File: config.mk
export PLATFORM = sky130hd
export DESIGN_NAME = tag_search_ctrl
export DESIGN_NICKNAME = d
export VERILOG_FILES = /design/src/rtl/tag_search_ctrl_pkg.sv /design/src/rtl/tag_eq6.sv /design/src/rtl/tag_search_ctrl.sv
export SDC_FILE = /design/constraint.sdc
export NUM_CORES = 1
export LEC_CHECK = 0
export BUFFER_PORTS_ARGS = -buffer_cell sky130_fd_sc_hd__buf_2
export CORE_MARGIN = 4
export CORE_UTILIZATION = 44
export DETAILED_ROUTE_END_ITERATION = 6
export PLACE_DENSITY_LB_ADDON = 0.2
export SLEW_MARGIN = 5
export SYNTH_ARGS = -nofsm -noshare
export SYNTH_HDL_FRONTEND = slang
export SYNTH_HIERARCHICAL = 1
export SYNTH_SLANG_ARGS = --single-unit
File: constraint.sdc
create_clock -name clk -period 4.1 [get_ports clk]
set_input_delay 0.82 -clock clk [delete_from_list [all_inputs] [get_ports clk]]
set_output_delay 0.82 -clock clk [all_outputs]
set_load 0.03 [all_outputs]
File: src/rtl/tag_search_ctrl_pkg.sv
// ---------------------------------------------------------------------------
// tag_search_ctrl_pkg
// Shared definitions for the sequential tag-search controller:
//   - FSM state encoding (IDLE / SCAN / DONE)
//   - default tag width, entry count and index width
// ---------------------------------------------------------------------------
package tag_search_ctrl_pkg;

   // Default geometry: 6-bit tags, 8 entries, 3-bit index
   localparam int TS_W  = 6;
   localparam int TS_N  = 8;
   localparam int TS_IW = 3;

   typedef enum logic [1:0] {
      S_IDLE = 2'd0,
      S_SCAN = 2'd1,
      S_DONE = 2'd2
   } ts_state_t;

endpackage : tag_search_ctrl_pkg

File: src/rtl/tag_eq6.sv
// ---------------------------------------------------------------------------
// tag_eq6
// Gate-level 6-bit equality comparator: per-bit XOR, then a 6-input NOR
// (OR-reduce followed by inversion).
// Ports:
//   a    in  6  first operand (selected stored tag)
//   b    in  6  second operand (search key)
//   equ  out 1  1 when a == b
// ---------------------------------------------------------------------------
module tag_eq6 (
   input  logic [5:0] a,
   input  logic [5:0] b,
   output logic       equ
);

   logic [5:0] w_diff;

   genvar gi;
   generate
      for (gi = 0; gi < 6; gi++) begin : g_bit
         xor u_xor (w_diff[gi], a[gi], b[gi]);
      end
   endgenerate

   nor u_nor (equ, w_diff[0], w_diff[1], w_diff[2],
                   w_diff[3], w_diff[4], w_diff[5]);

endmodule : tag_eq6

File: src/rtl/tag_search_ctrl.sv
// ---------------------------------------------------------------------------
// tag_search_ctrl
// Sequential associative lookup over an N-entry tag store using a single
// shared tag_eq6 comparator. One entry is examined per cycle in ascending
// order, so the lowest valid matching index wins.
// Ports:
//   clk        in  1   clock, rising edge
//   rst        in  1   asynchronous active-high reset (clears store + FSM)
//   wr_en      in  1   tag store write strobe (legal in every state)
//   wr_idx     in  IW  entry written
//   wr_tag     in  W   tag value written
//   wr_vld     in  1   valid bit written (0 invalidates)
//   req_valid  in  1   search request
//   req_ready  out 1   high only in IDLE
//   req_key    in  W   search key, captured on accept
//   rsp_valid  out 1   result available (DONE)
//   rsp_ready  in  1   consumer takes result
//   rsp_hit    out 1   match found (0 outside DONE)
//   rsp_idx    out IW  lowest matching index (0 on miss / outside DONE)
//   busy       out 1   high in SCAN or DONE
// ---------------------------------------------------------------------------
module tag_search_ctrl
   import tag_search_ctrl_pkg::*;
#(
   parameter int W  = TS_W,
   parameter int N  = TS_N,
   parameter int IW = TS_IW
) (
   input  logic          clk,
   input  logic          rst,
   input  logic          wr_en,
   input  logic [IW-1:0] wr_idx,
   input  logic [W-1:0]  wr_tag,
   input  logic          wr_vld,
   input  logic          req_valid,
   output logic          req_ready,
   input  logic [W-1:0]  req_key,
   output logic          rsp_valid,
   input  logic          rsp_ready,
   output logic          rsp_hit,
   output logic [IW-1:0] rsp_idx,
   output logic          busy
);

   localparam logic [IW-1:0] LAST_IDX = IW'(N - 1);

   // Tag store
   logic [W-1:0]  r_tag [N];
   logic          r_vld [N];

   // Control and result registers
   ts_state_t     r_state;
   logic [IW-1:0] r_ptr;
   logic [W-1:0]  r_key;
   logic          r_req_ready;
   logic          r_rsp_valid;
   logic          r_rsp_hit;
   logic [IW-1:0] r_rsp_idx;
   logic          r_busy;

   logic [W-1:0]  w_cur_tag;
   logic          w_cur_vld;
   logic          w_equ;
   logic          w_match;

   // The entry under the pointer is read from the registered store, so a
   // write landing on the same edge is only visible on the following cycle.
   assign w_cur_tag = r_tag[r_ptr];
   assign w_cur_vld = r_vld[r_ptr];

   tag_eq6 u_eq (
      .a   (w_cur_tag),
      .b   (r_key),
      .equ (w_equ)
   );

   assign w_match = w_equ && w_cur_vld;

   always_ff @(posedge clk or posedge rst) begin
      if (rst) begin
         for (int i = 0; i < N; i++) begin
            r_tag[i] <= '0;
            r_vld[i] <= 1'b0;
         end
      end else if (wr_en) begin
         r_tag[wr_idx] <= wr_tag;
         r_vld[wr_idx] <= wr_vld;
      end
   end

   // FSM with registered handshake and result outputs
   always_ff @(posedge clk or posedge rst) begin
      if (rst) begin
         r_state     <= S_IDLE;
         r_ptr       <= '0;
         r_key       <= '0;
         r_req_ready <= 1'b1;
         r_rsp_valid <= 1'b0;
         r_rsp_hit   <= 1'b0;
         r_rsp_idx   <= '0;
         r_busy      <= 1'b0;
      end else begin
         case (r_state)
            S_IDLE: begin
               if (req_valid && r_req_ready) begin
                  r_key       <= req_key;
                  r_ptr       <= '0;
                  r_req_ready <= 1'b0;
                  r_busy      <= 1'b1;
                  r_state     <= S_SCAN;
               end
            end

            S_SCAN: begin
               if (w_match) begin
                  r_rsp_hit   <= 1'b1;
                  r_rsp_idx   <= r_ptr;
                  r_rsp_valid <= 1'b1;
                  r_state     <= S_DONE;
               end else if (r_ptr == LAST_IDX) begin
                  r_rsp_hit   <= 1'b0;
                  r_rsp_idx   <= '0;
                  r_rsp_valid <= 1'b1;
                  r_state     <= S_DONE;
               end else begin
                  r_ptr <= r_ptr + 1'b1;
               end
            end

            S_DONE: begin
               // Handoff cycle returns to IDLE only; a request seen here
               // waits for the next cycle when req_ready is high again.
               if (rsp_ready) begin
                  r_rsp_valid <= 1'b0;
                  r_rsp_hit   <= 1'b0;
                  r_rsp_idx   <= '0;
                  r_req_ready <= 1'b1;
                  r_busy      <= 1'b0;
                  r_state     <= S_IDLE;
               end
            end

            default: begin
               r_rsp_valid <= 1'b0;
               r_rsp_hit   <= 1'b0;
               r_rsp_idx   <= '0;
               r_req_ready <= 1'b1;
               r_busy      <= 1'b0;
               r_state     <= S_IDLE;
            end
         endcase
      end
   end

   assign req_ready = r_req_ready;
   assign rsp_valid = r_rsp_valid;
   assign rsp_hit   = r_rsp_hit;
   assign rsp_idx   = r_rsp_idx;
   assign busy      = r_busy;

endmodule : tag_search_ctrl

==> metrics.md, run 1 <==
| Metric | Value |
|---|---|
| Number of max-cap violations | `0` |
| Min-delay src | `rsp_hit$_DFFE_PP0P_` |
| Sw Ratio | `0.307` |
| RD Place Congestion | `about 0.69` |
| Routed wire length | `6760 um` |
| Hold Path End | `rsp_hit$_DFFE_PP0P_` |
| Final setup vio count | `0` |
| Post-synth ARST share | `1.00` |
| DRC Markers | `0` |
| Via-to-Cell Ratio | `between 5 and 6` |
| P_int | `between 1.5 and 2 mW` |
| Sequential Power Share | `0.429` |
| Post-synthesis sequential area ratio | `0.526` |
| Cts repair resizes | `0` |
| Initial antenna violation count | `0` |
| Placed insts | `around 360` |
| Clock group share of total power | `0.270` |
| Tightest Pin Transition | `between 900 and 1000 ps` |
| Most frequent CP cell | `nand2_1` |
| Die X | `between 90 and 100 um` |
| CTS tree | `done` |
| Synth top area share | `0.519` |
| Final ANT Viol Nets | `0` |
| N_diodes | `0` |
| Clock Pin Slew Worst Setup and Hold Paths | `80 ps` |
| Starting Density | `0.453` |
| Hold Buf Count CTS | `0` |
| Vias | `2,079` |
| Die area | `between 0.009 and 0.01 mm2` |
| VDD IR max | `about 0.27 mV` |
| DP HPWL | `between 4000 and 5000 um` |
| Slowest stage delay, CP | `just under 1000 ps` |
| Avg WL per Cell | `between 15 and 20 um` |
| Reg-to-Reg End | `rsp_idx[2]$_DFFE_PP0P_` |
| NumNets Final | `roughly 300` |
| Unrepaired setup endpoints after global routing | `no` |
| Most frequent cells after synthesis | `dfrtp_1 (73), mux2_2 (63), nand2_1 (24)` |
| Drt first-iter violations | `between 80 and 90` |
| Worst Setup Start Kind | `flop` |
| Seq cells post-synth | `74` |
| Syn_nets | `~270` |
| EDFF count, synth | `0` |
| P_leak | `roughly 1.7 nW` |
| Critical Path RT | `around 4300 ps` |
| CP cell instances | `mux4_2 > nand2_1 > nand2_1 > xnor2_1 > nand4_1 > nor3_2 > o31ai_4 > nor4_1 > o32ai_1` |
| Worst setup path class | `reg -> reg` |
| Pwr Total | `2.58 mW` |
| Fin area | `0.00400 mm2` |
| Row cnt | `32` |
| Mapped Area | `around 0.0035 mm2` |
| Slew margin rel. | `0.361` |
| Top-count cell post-synth | `dfrtp_1` |
| Synth area leader | `dfrtp_1` |
| Clock buffer count from CTS | `9` |
| Final period utilization | `0.770` |
| Critical Path Fanout Max | `19` |
| Synthesis-to-finish area growth | `13.5%` |
| Register area | `roughly 0.0019 mm2` |
| Die outline height | `between 90 and 100 um` |
| Synth area leaders | `dfrtp_1 (52%), mux2_2 (20%), mux4_2 (5.1%), mux4_1 (3.0%), nand2_1 (2.6%)` |
| Cell Area, Placed | `roughly 0.0037 mm2` |
| Max clock buf depth | `2` |
| CTS H-tree depth | `3` |
| Buf/Inv on CP | `0` |
| Outcome | `finished clean` |
| Final cell count without fillers | `around 380` |
| First-pass iteration count of the detailed router | `4` |
| Worst hold path type | `reg -> reg` |
| Share of cells above drive strength 1 | `0.469` |
| CP max-delay cell | `dfrtp_1` |
| Critical Path AT | `3360 ps` |
| Gr ovfl total | `0` |
| Comb pwr share | `0.300` |
| Root Buffer | `clkbuf_8` |
| Switching power | `just under 800 uW` |
| R2r setup slk | `between 900 and 1000 ps` |
| Delay-heaviest family, CP | `flip-flops` |
| Power per cell area | `645 mW/mm2` |
| Largest net degree at the start of global routing | `just under 50` |
| Vias in the first global route | `between 2,000 and 2,500` |
| First-pass GRT wire length | `about 11,000 um` |
| Port bufs | `27` |
| Area of the multi-input gates | `about 0.0016 mm2` |
| Clk_lat worst skew | `roughly 340 ps` |
| Worst Reg-to-Reg Cells | `9` |
| Final min period | `about 3200 ps` |
| Postcts setup bufs | `0` |
| Layout Skew | `around 7.4 ps` |
| Fillers | `a little under 700` |
| Hold Path Stages | `1` |
| Count of final hold-check violations | `0` |
| Max-slew violations | `0` |
| # clock sinks | `74` |
| Setup TNS Final | `0 ps` |
| Mapped Avg Cell Area | `between 10 and 15 um2` |
| RR Startpoint | `r_ptr[1]$_DFFE_PP0P_` |
| Unique masters post-synth | `between 40 and 50` |
| Top FF cell, synth | `dfrtp_1` |
| Max Clock Freq | `~320 MHz` |
| Synth warnings | `6` |
| # IOs | `28` |
| Core ar. | `~0.008 mm2` |
| GRT Total Usage | `0.154` |
| Cells after Synth | `between 200 and 250` |
| Crit end category | `flop` |
-- cell families after synthesis --
logic type	count (synthesis)	synth area share
simple gates	49	0.0835
xor+xnor	6	0.0149
fa+ha+maj	2	0.00711
compound gates	20	0.0576
buf+inv	14	0.0195
flops	74	0.526
mux	77	0.291
-- registers in the layout, indices dropped and copies added, names as in the netlist --
| signal | flops |
|---|---|
| r_vld | 8 |
| busy | 1 |
| req_ready | 1 |
| r_state | 2 |
| r_ptr | 3 |
| rsp_valid | 1 |
| r_tag | 48 |
| rsp_idx | 3 |
| r_key | 6 |
| rsp_hit | 1 |
-- through the flow --
stage	worst slack [ps]	hold slack, ps	util
CTS	920	485	0.514
finish	943	479	0.514
floorplan	1400	471	-
global placement	994	456	0.482
global route	688	504	0.514
detailed placement	947	466	0.482
-- worst max-delay path by stage --
stage                         start                endpoint  cells after the start
4_1_cts        r_ptr[1]$_DFFE_PP0P_  rsp_idx[2]$_DFFE_PP0P_                      9
3_3_place_gp   r_ptr[0]$_DFFE_PP0P_  rsp_idx[1]$_DFFE_PP0P_                      9
5_1_grt        r_ptr[1]$_DFFE_PP0P_  rsp_idx[2]$_DFFE_PP0P_                      9
2_1_floorplan                   rst        busy$_DFFE_PP0P_                      1
6_report       r_ptr[1]$_DFFE_PP0P_  rsp_idx[2]$_DFFE_PP0P_                      9
3_5_place_dp   r_ptr[1]$_DFFE_PP0P_  rsp_idx[2]$_DFFE_PP0P_                      9
-- cells in the final DEF, fill, tap and decap left out, drive strengths merged --
master and n:
nand2b 4, clkinv 2, nor3 3, dfrtp 73, a22oi 1, nor2 3
xnor2 4, o21bai 1, mux2 65, a2111oi 1, or2 1, a22o 2
o31a 1, o21ai 1, nand2 24, and3 1, nand3b 1, dfstp 1
clkbuf 11, nor4 2, nor2b 3, inv 4, ha 2, o22a 1
o22ai 1, nand4b 3, mux4 12, a21o 2, o31ai 2, bufinv 3
nand4 2, a21oi 2, o2bb2ai 1, buf 29, o32ai 2, nor3b 2
a221o 2, xor2 2
-- layer usage --
metal / up-vias / track usage / wire [um] / share of wire
met5: - / 0 / 0 / 0
met4: 0 / 0.0351 / 47 / 0.0070
met3: 4 / 0.0538 / 267 / 0.040
met2: 37 / 0.234 / 3140 / 0.46
met1: 1081 / 0.215 / 3310 / 0.49
li1: 957 / - / - / -
-- power groups by stage --
stage               registers, mW  clock network, mW  logic, mW
CTS                          1.11              0.715      0.782
finish                       1.11              0.697      0.774
global route                 1.14              0.753      0.851
detailed placement           1.12                  0      0.777
floorplan                    1.04                  0      0.687
global placement             1.12                  0      0.763
-- area by class of cell --
| type | instances | area share |
|---|---|---|
| flip-flops and latches | 74 | 0.464 |
| clock inverters | 5 | 0.0250 |
| clock buffers | 11 | 0.0379 |
| well taps | 102 | 0.0319 |
| multi-input cells | 154 | 0.400 |
| inverters | 4 | 0.00376 |
| repair buffers | 29 | 0.0376 |
(Power assumes the default switching activity.)
==> inputs of run 2 (changes only) <==
- clock period: 4.1 -> 3.1 ns (I/O delays scaled with it)
==> metrics.md, run 2 (synthesis gave the netlist of run 1 again) <==
| Metric | Value |
|---|---|
| Crit end category | `flop` |
| Max reg flops | `48 (unchanged)` |
| Setup TNS Final | `0 ps (unchanged)` |
| Final period utilization | `0.862 (+0.0922)` |
| Clock Pin Slew Worst Setup and Hold Paths | `80 ps (about the same)` |
| Postcts setup bufs | `0 (unchanged)` |
| Core ar. | `0.00777 mm2 (unchanged)` |
| Worst hold path type | `in -> async` |
| Routed wire length | `6940 um (+2.7%)` |
| CP max-delay cell | `mux4_1` |
| Largest regs | `r_tag x48, r_vld x8, r_key x6` |
| Fillers | `670 (-2.3%)` |
| CTS tree | `done` |
| First-pass iteration count of the detailed router | `4 (unchanged)` |
| Count of final hold-check violations | `0 (unchanged)` |
| CTS H-tree depth | `3 (unchanged)` |
| Critical Path RT | `3300 ps (-1000 ps)` |
| Die area | `0.00950 mm2 (unchanged)` |
| Gr ovfl total | `0 (unchanged)` |
| Root Buffer | `clkbuf_8` |
| Share of cells above drive strength 1 | `0.481 (+0.0113)` |
| Pwr Total | `3.41 mW (+32%)` |
| Via-to-Cell Ratio | `5.41 (-1.4%)` |
| Initial antenna violation count | `0 (unchanged)` |
| Hold Buf Count CTS | `0 (unchanged)` |
| Final setup vio count | `0 (unchanged)` |
| Commonest cells after routing, fill and taps aside | `dfrtp_1 (73), mux2_2 (63), buf_2 (27)` |
| N_diodes | `0 (unchanged)` |
| P_leak | `1.76 nW (+1.1%)` |
| Layout Skew | `11.4 ps (+4.02 ps)` |
| Number of max-cap violations | `0 (unchanged)` |
| DP HPWL | `4740 um (+6.0%)` |
| Critical Path Fanout Max | `13 (-6)` |
| Final min period | `2670 ps (-484 ps)` |
| Buf/Inv on CP | `1 (+1)` |
| Drt first-iter violations | `76 (-15%)` |
| Synthesis-to-finish area growth | `14.4%` |
| Max Clock Freq | `374 MHz (+18%)` |
| Vias in the first global route | `2,138 (-3.0%)` |
| GRT Total Usage | `0.158 (+0.00343)` |
| First-pass GRT wire length | `11,700 um (+1.5%)` |
| Largest net degree at the start of global routing | `34 (-31%)` |
| DRC Markers | `0 (unchanged)` |
| Vias | `2,083 (+0.19%)` |
| Final cell count without fillers | `385 (+1.6%)` |
| Row cnt | `32 (unchanged)` |
| Slew margin rel. | `0.431 (+0.0697)` |
| Worst setup path class | `reg -> reg` |
| Max-slew violations | `0 (unchanged)` |
| Delay-heaviest family, CP | `simple AND/OR/NAND/NOR gates` |
| Commonest non-fill, non-tap cell in the layout | `dfrtp_1` |
| Final core utilization | `0.519 (+0.00403)` |
| VDD IR max | `0.372 mV (+36%)` |
| Place WS | `397 ps (-550 ps)` |
| Starting Density | `0.453 (unchanged)` |
| Critical Path AT | `2880 ps (-480 ps)` |
| Outcome | `finished clean` |
| Placed insts | `369 (+1.7%)` |
| Slowest stage delay, CP | `580 ps (-400 ps)` |
| # clock sinks | `74 (unchanged)` |
| Max clock buf depth | `2 (unchanged)` |
| Power per cell area | `847 mW/mm2 (+31%)` |
| Cts repair resizes | `0 (unchanged)` |
| Die X | `97.5 um (unchanged)` |
| # IOs | `28 (unchanged)` |
| Most frequent CP cell | `nand2_1` |
| NumNets Final | `301 (+2.0%)` |
| Setup ws final | `427 ps (-516 ps)` |
| Port bufs | `27 (unchanged)` |
| Clock buffer count from CTS | `9 (unchanged)` |
| Avg WL per Cell | `18.0 um (+1.1%)` |
| RD Place Congestion | `0.768 (+11%)` |
| Worst Setup Start Kind | `flop` |
| Tightest Pin Transition | `850 ps (-109 ps)` |
| Largest reg by FF count | `r_tag` |
| Unrepaired setup endpoints after global routing | `no` |
| CP cell instances | `buf_4 > mux4_1 > nand2_1 > nand2_1 > xnor2_1 > nand4_1 > nor3_2 > o31ai_4 > nor4_1 > o32ai_1` |
| Final ANT Viol Nets | `0 (unchanged)` |
| Die outline height | `97.5 um (unchanged)` |
| Clk_lat worst skew | `340 ps (about the same)` |
[run 2: cell type report]
type                       count  area, um2  share of cell area
clock buffer                  12        165              0.0410
clock inverter                 4       72.6              0.0180
inverter                       4       15.0             0.00373
multi-input combinational    154       1600               0.397
sequential                    74       1850               0.460
tap                          102        128              0.0317
timing repair buffer          35        195              0.0485
[run 2: worst paths after layout]
| path | startpoint | endpoint | slack (ps) | cells past startpoint |
|---|---|---|---|---|
| max | r_ptr[0]$_DFFE_PP0P_ | rsp_idx[2]$_DFFE_PP0P_ | 430 | 10 |
| min | rst | r_vld[5]$_DFFE_PP0P_ | 370 | 2 |
| max reg2reg | r_ptr[0]$_DFFE_PP0P_ | rsp_idx[2]$_DFFE_PP0P_ | 430 | 10 |
| min reg2reg | busy$_DFFE_PP0P_ | busy$_DFFE_PP0P_ | 480 | 1 |
| max in group asynchronous | rst | r_tag[43]$_DFFE_PP0P_ | 1940 | 3 |
| min in group clk | req_valid | req_ready$_DFFE_PP1P_ | 450 | 2 |
[run 2: stage by stage]
stage,cell area (um2),hold WS (ps)
floorplan,3520,471
global placement,3790,457
detailed placement,3790,469
CTS,4030,389
global route,4030,428
finish,4030,371
[run 2: layer usage]
| layer | up-vias | wire, um | track usage |
|---|---|---|---|
| li1 | 978 | - | - |
| met1 | 1056 | 3490 | 0.235 |
| met2 | 40 | 3090 | 0.224 |
| met3 | 9 | 275 | 0.0416 |
| met4 | 0 | 97 | 0.0511 |
| met5 | - | 0 | 0 |
[run 2: power by group]
part / switching (mW) / leakage (nW) / internal [mW]
clock: 0.360 / 0.119 / 0.518
combinational: 0.557 / 0.747 / 0.607
sequential: 0.157 / 0.900 / 1.21
